--- src/rtl/ysyx_220053_pkg.sv ---
// Shared definitions for the ysyx_220053 instruction fetch unit.
//   - default address width and reset PC
//   - canonical NOP encoding (addi x0, x0, 0) held on instr_o after reset
//   - fetch FSM state encoding
package ysyx_220053_pkg;

    localparam int          ADDR_W_DEFAULT   = 64;
    localparam logic [63:0] RESET_PC_DEFAULT = 64'h0000_0000_8000_0000;
    localparam logic [31:0] INST_NOP         = 32'h0000_0013;

    typedef logic [1:0] fetch_state_t;

    localparam fetch_state_t S_IDLE = 2'd0;  // one cycle after reset, no request
    localparam fetch_state_t S_REQ  = 2'd1;  // presenting request to imem
    localparam fetch_state_t S_WAIT = 2'd2;  // request accepted, awaiting response
    localparam fetch_state_t S_HOLD = 2'd3;  // instruction held for the decoder

endpackage

--- src/rtl/ysyx_220053_pc_gen.sv ---
// Architectural PC register and next-PC selection.
//   clk, rst  : clock, asynchronous active-high reset (PC <= RESET_PC)
//   pc_load   : load load_pc (low two bits cleared); has priority over pc_inc
//   load_pc   : redirect target
//   pc_inc    : advance PC by 4, wrapping modulo 2^ADDR_W
//   pc        : current PC
module ysyx_220053_pc_gen
    import ysyx_220053_pkg::*;
#(
    parameter int                ADDR_W   = ADDR_W_DEFAULT,
    parameter logic [ADDR_W-1:0] RESET_PC = ADDR_W'(RESET_PC_DEFAULT)
) (
    input  logic              clk,
    input  logic              rst,
    input  logic              pc_load,
    input  logic [ADDR_W-1:0] load_pc,
    input  logic              pc_inc,
    output logic [ADDR_W-1:0] pc
);

    logic [ADDR_W-1:0] pc_q;
    logic [ADDR_W-1:0] pc_d;

    always_comb begin
        pc_d = pc_q;
        if (pc_load) begin
            // No compressed instructions: targets are always word aligned.
            pc_d = {load_pc[ADDR_W-1:2], 2'b00};
        end else if (pc_inc) begin
            pc_d = pc_q + ADDR_W'(4);
        end
    end

    always_ff @(posedge clk or posedge rst) begin
        if (rst) begin
            pc_q <= RESET_PC;
        end else begin
            pc_q <= pc_d;
        end
    end

    assign pc = pc_q;

endmodule

--- src/rtl/ysyx_220053_ifu.sv ---
// Instruction fetch unit: owns the PC, keeps at most one request in flight
// to instruction memory and hands one instruction + PC to the decoder per
// handshake. Redirects from execute squash any wrong-path fetch.
//   clk, rst                          : clock, asynchronous active-high reset
//   imem_req_valid/ready, imem_addr   : fetch request channel (addr = pc)
//   imem_resp_valid, imem_resp_data   : fetch response (single-cycle pulse)
//   redirect_valid, redirect_pc       : new PC from execute (single-cycle pulse)
//   out_valid/ready, instr_o, pc_o    : instruction channel to the decoder
module ysyx_220053_ifu
    import ysyx_220053_pkg::*;
#(
    parameter int                ADDR_W   = ADDR_W_DEFAULT,
    parameter logic [ADDR_W-1:0] RESET_PC = ADDR_W'(RESET_PC_DEFAULT)
) (
    input  logic              clk,
    input  logic              rst,
    output logic              imem_req_valid,
    input  logic              imem_req_ready,
    output logic [ADDR_W-1:0] imem_addr,
    input  logic              imem_resp_valid,
    input  logic [31:0]       imem_resp_data,
    input  logic              redirect_valid,
    input  logic [ADDR_W-1:0] redirect_pc,
    output logic              out_valid,
    input  logic              out_ready,
    output logic [31:0]       instr_o,
    output logic [ADDR_W-1:0] pc_o
);

    fetch_state_t      state_q, state_d;
    logic              drop_q, drop_d;
    logic [31:0]       instr_q, instr_d;
    logic [ADDR_W-1:0] pc_o_q, pc_o_d;

    logic [ADDR_W-1:0] pc;
    logic              pc_load;
    logic              pc_inc;

    ysyx_220053_pc_gen #(
        .ADDR_W   (ADDR_W),
        .RESET_PC (RESET_PC)
    ) u_pc_gen (
        .clk     (clk),
        .rst     (rst),
        .pc_load (pc_load),
        .load_pc (redirect_pc),
        .pc_inc  (pc_inc),
        .pc      (pc)
    );

    always_comb begin
        state_d        = state_q;
        drop_d         = drop_q;
        instr_d        = instr_q;
        pc_o_d         = pc_o_q;
        pc_load        = 1'b0;
        pc_inc         = 1'b0;
        imem_req_valid = 1'b0;
        out_valid      = 1'b0;

        case (state_q)
            S_IDLE: begin
                state_d = S_REQ;
            end

            S_REQ: begin
                // A redirect suppresses the request so the stale PC is never
                // issued, even when memory would have accepted it.
                imem_req_valid = !redirect_valid;
                if (redirect_valid) begin
                    pc_load = 1'b1;
                end else if (imem_req_ready) begin
                    state_d = S_WAIT;
                end
            end

            S_WAIT: begin
                if (imem_resp_valid) begin
                    // Any response ends the outstanding request; drop never
                    // needs to survive it since only one request is in flight.
                    state_d = S_REQ;
                    drop_d  = 1'b0;
                    if (redirect_valid) begin
                        pc_load = 1'b1;
                    end else if (!drop_q) begin
                        instr_d = imem_resp_data;
                        pc_o_d  = pc;
                        state_d = S_HOLD;
                    end
                end else if (redirect_valid) begin
                    pc_load = 1'b1;
                    drop_d  = 1'b1;
                end
            end

            S_HOLD: begin
                // Redirect wins over the decoder handshake.
                out_valid = !redirect_valid;
                if (redirect_valid) begin
                    pc_load = 1'b1;
                    state_d = S_REQ;
                end else if (out_ready) begin
                    pc_inc  = 1'b1;
                    state_d = S_REQ;
                end
            end

            default: begin
                state_d = S_IDLE;
            end
        endcase
    end

    always_ff @(posedge clk or posedge rst) begin
        if (rst) begin
            state_q <= S_IDLE;
            drop_q  <= 1'b0;
            instr_q <= INST_NOP;
            pc_o_q  <= RESET_PC;
        end else begin
            state_q <= state_d;
            drop_q  <= drop_d;
            instr_q <= instr_d;
            pc_o_q  <= pc_o_d;
        end
    end

    assign imem_addr = pc;
    assign instr_o   = instr_q;
    assign pc_o      = pc_o_q;

endmodule

--- config.mk ---
export PLATFORM = sky130hd
export DESIGN_NAME = ysyx_220053_ifu
export DESIGN_NICKNAME = d
export VERILOG_FILES = /design/src/rtl/ysyx_220053_pkg.sv /design/src/rtl/ysyx_220053_pc_gen.sv /design/src/rtl/ysyx_220053_ifu.sv
export SDC_FILE = /design/constraint.sdc
export NUM_CORES = 1
export LEC_CHECK = 0
export ABC_AREA = 1
export BUFFER_PORTS_ARGS = -buffer_cell sky130_fd_sc_hd__buf_2
export CAP_MARGIN = 5
export CORE_UTILIZATION = 52
export CTS_BUF_LIST = sky130_fd_sc_hd__clkbuf_16
export CTS_CLUSTER_SIZE = 28
export DETAILED_ROUTE_END_ITERATION = 8
export HOLD_SLACK_MARGIN = 0.08
export PLACE_DENSITY_LB_ADDON = 0.3
export SYNTH_ARGS = -nofsm -noshare
export SYNTH_HDL_FRONTEND = slang
export SYNTH_SLANG_ARGS = --single-unit
--- constraint.sdc ---
create_clock -name clk -period 6.1 [get_ports clk]
set_clock_uncertainty 0.15 [all_clocks]
set_input_delay 0.305 -clock clk [delete_from_list [all_inputs] [get_ports clk]]
set_output_delay 0.305 -clock clk [all_outputs]
set_load 0.005 [all_outputs]
==> flow_summary.toml <==
[status]
status = "completed"

[grt]
grt.overflow.total = 0
grt_start_max_net_pins = 110
antenna_found_initial = 1
grt_pass1_vias = 8629
grt_usage = 0.3318
grt_pass1_wl_um = 44880

[worst_setup_path]
setup.worst_path.end_class = "flip-flop"
arrival_ps = 3290
r2r_slack_ps = 3000
path_class = "reg -> reg"
start_kind = "flip-flop"
crit_required_ps = 6290
worstPathMaxFanout = 62

[clock_network]
cts_buffers = 17
insertion_delay_ps = 430
clockBufferDepth = 2
clk_pin_slew_ps = 70
cts_sinks = 159
htree_levels = 4
post_cts_buffers = 0
root_buffer = "clkbuf_16"
cts_tree = "built"

[pwr]
cellPowerDensity_nw_per_um2 = 473.9
total_power_mw = 5.468
leakagePower_nw = 6.046
ir_drop_mv = 0.2994

[floorplan]
die_area_um2 = 17250
initial_utilization = 0.5398
rows = 46
core_um2 = 16120
ioPinCount = 264
die_width_um = 131.3
die_y_um = 131.3

[detailed_routing]
viasPerCell = 5.303
first_pass_iters = 5
ant_nets = 0
wl_per_cell_um = 16.37
via_count = 9163
drc = 0
wl_um = 28300
drt_iter0_markers = 836

[timing]
setup_viol = 0
maxSlewViolCount = 0
rsz0062_at_grt = "no"
setup_tns_ps = 0
worst_pin_slew_ps = 1072
slew_headroom = 0.2851
finalHoldViolations = 0
min_period_ps = 3097
timing.hold.ws_ps = 91.39
max_freq_mhz = 322.9
timing.final.crit_share = 0.5077

[synth]
ys_ff_latch = 159
syn-cell-area_um2 = 8700
synth_edf_count = 0
yosys_most_used_dff = "dfrtp_1"
yosys.area_share.simple = 0.2856
synth_area_per_cell_um2 = 7.417
netlist-cell-type-count = 38
synth-compound-area-share = 0.1100
synth-xor-area-share = 0.001007
netlist_instances = 1173
synth_top_family_by_area = "simple AND/OR/NAND/NOR gates"
yosysWarnings = 0
synth_mux_area_frac = 0.05048
ys_seq_area_frac = 0.4581
synth_fa_ha_area_frac = 0.007191
synthArstFlopShare = 1.000

[placement]
gp_congestion = 0.9271
dp_hpwl_um = 18830
place_inst = 1606
io_buffers = 257
place_area_um2 = 10090

[cells_and_area]
final_nets = 1604
stdcell_area_um2 = 11540
drive_above_1_share = 0.2404
area_growth_pct = 32.62
final_cells = 1728
fill_cells = 1304

[hold_path]
hold_path.class = "in -> reg"

[flow_run]
cap_viol_max_count = 0
[layout make-up]
type | instances | area [um^2] | share of cell area
antenna | 2 | 5.005 | 0.0004338
clock buffer | 17 | 425.4 | 0.03687
clock inverter | 15 | 137.6 | 0.01193
inverter | 143 | 541.8 | 0.04696
multi-input combinational | 827 | 3975 | 0.3445
sequential | 159 | 3985 | 0.3454
tap | 216 | 270.3 | 0.02342
timing repair buffer | 349 | 2197 | 0.1904
[cell families after synthesis]
group / count (synthesis)
AO/OA/AOI/OAI: 174
AND/OR/NAND/NOR: 604
buffers and inverters: 190
flip-flops: 159
XOR/XNOR: 1
multiplexers: 39
other: 1
adder cells (fa/ha/maj): 5
[synth_stat cells (all sizes together), types with 3 or more instances]
| master | instances | area [um^2] |
|---|---|---|
| a31oi | 3 | 18.77 |
| inv | 142 | 533.0 |
| o21ai | 132 | 660.6 |
| o211ai | 21 | 157.7 |
| a21oi | 6 | 30.03 |
| nor3 | 5 | 25.02 |
| nor2 | 151 | 625.6 |
| nand3 | 65 | 325.3 |
| ha | 5 | 62.56 |
| dfstp | 5 | 131.4 |
| clkbuf | 27 | 101.4 |
| nand4 | 10 | 62.56 |
| dfrtp | 154 | 3854 |
| nand2 | 371 | 1433 |
| mux2 | 39 | 439.2 |
| buf | 20 | 120.1 |
| o22ai | 4 | 25.02 |
[critical path, cell delays in order (launching register included)]
cell and delay, ps:
dfrtp_1 400, ha_1 210, inv_1 70, nor2_1 60, nand2_2 490, nand2_4 560, inv_2 690, nor3_1 140
nor3_1 200
[placed cells by master (no fill, tap or decap), types with 10 or more instances in the layout]
cell type,netlist,routed
nand2_1,357,356
buf_2,12,257
dfrtp_1,154,154
nor2_1,141,141
inv_1,139,138
o21ai_0,114,114
dlygate4sd3_1,0,88
nand3_1,65,65
mux2_2,39,39
o211ai_1,21,21
o21ai_1,18,18
clkbuf_16,0,17
nand2_2,13,13
nand4_1,10,10
[layer usage]
layer	track usage	vias up	wire length, um
met4	0.1453	0	1035
met2	0.5405	437	13480
li1	-	4395	-
met5	0	-	0
met3	0.06366	76	2231
met1	0.4310	4255	11550
[sequential cells by signal, indices dropped and copies added (netlist names)]
name,cells
pc_o,62
instr_o,32
drop_q,1
state_q,2
u_pc_gen.pc,62
[power breakdown]
part	leakage, nW	switching, mW	internal, mW	total [mW]
logic	3.87	1.42	0.956	2.38
registers	1.90	0.470	1.58	2.05
clock network	0.275	0.471	0.568	1.04
[metrics by stage]
step | setup slack [ps] | util
after floorplan | 1362 | -
after global placement | 3191 | 0.6260
after detailed placement | 3079 | 0.6260
after CTS | 3043 | 0.7156
after global routing | 2870 | 0.7158
final | 3003 | 0.7159
[worst paths after layout]
| kind | end | from | depth (start not counted) |
|---|---|---|---|
| worst max-delay path | u_pc_gen.pc[14]$_DFFE_PP0P_ | state_q[0]$_DFFE_PP0P_ | 8 |
| worst min-delay path | u_pc_gen.pc[35]$_DFFE_PP0P_ | redirect_pc[35] | 5 |
| worst max register to register | u_pc_gen.pc[14]$_DFFE_PP0P_ | state_q[0]$_DFFE_PP0P_ | 8 |
| worst min register to register | pc_o[38]$_DFFE_PP0P_ | pc_o[38]$_DFFE_PP0P_ | 2 |
| max in group asynchronous | pc_o[33]$_DFFE_PP0P_ | rst | 4 |
| min in group asynchronous | instr_o[30]$_DFFE_PP0P_ | rst | 3 |
[what timing repair did]
| action | CTS | global route |
|---|---|---|
| endpoints found under the hold margin | 182 | 0 |
| hold buffers | 88 | 0 |
| gates resized for setup | 0 | 0 |
(Power assumes the default switching activity.)
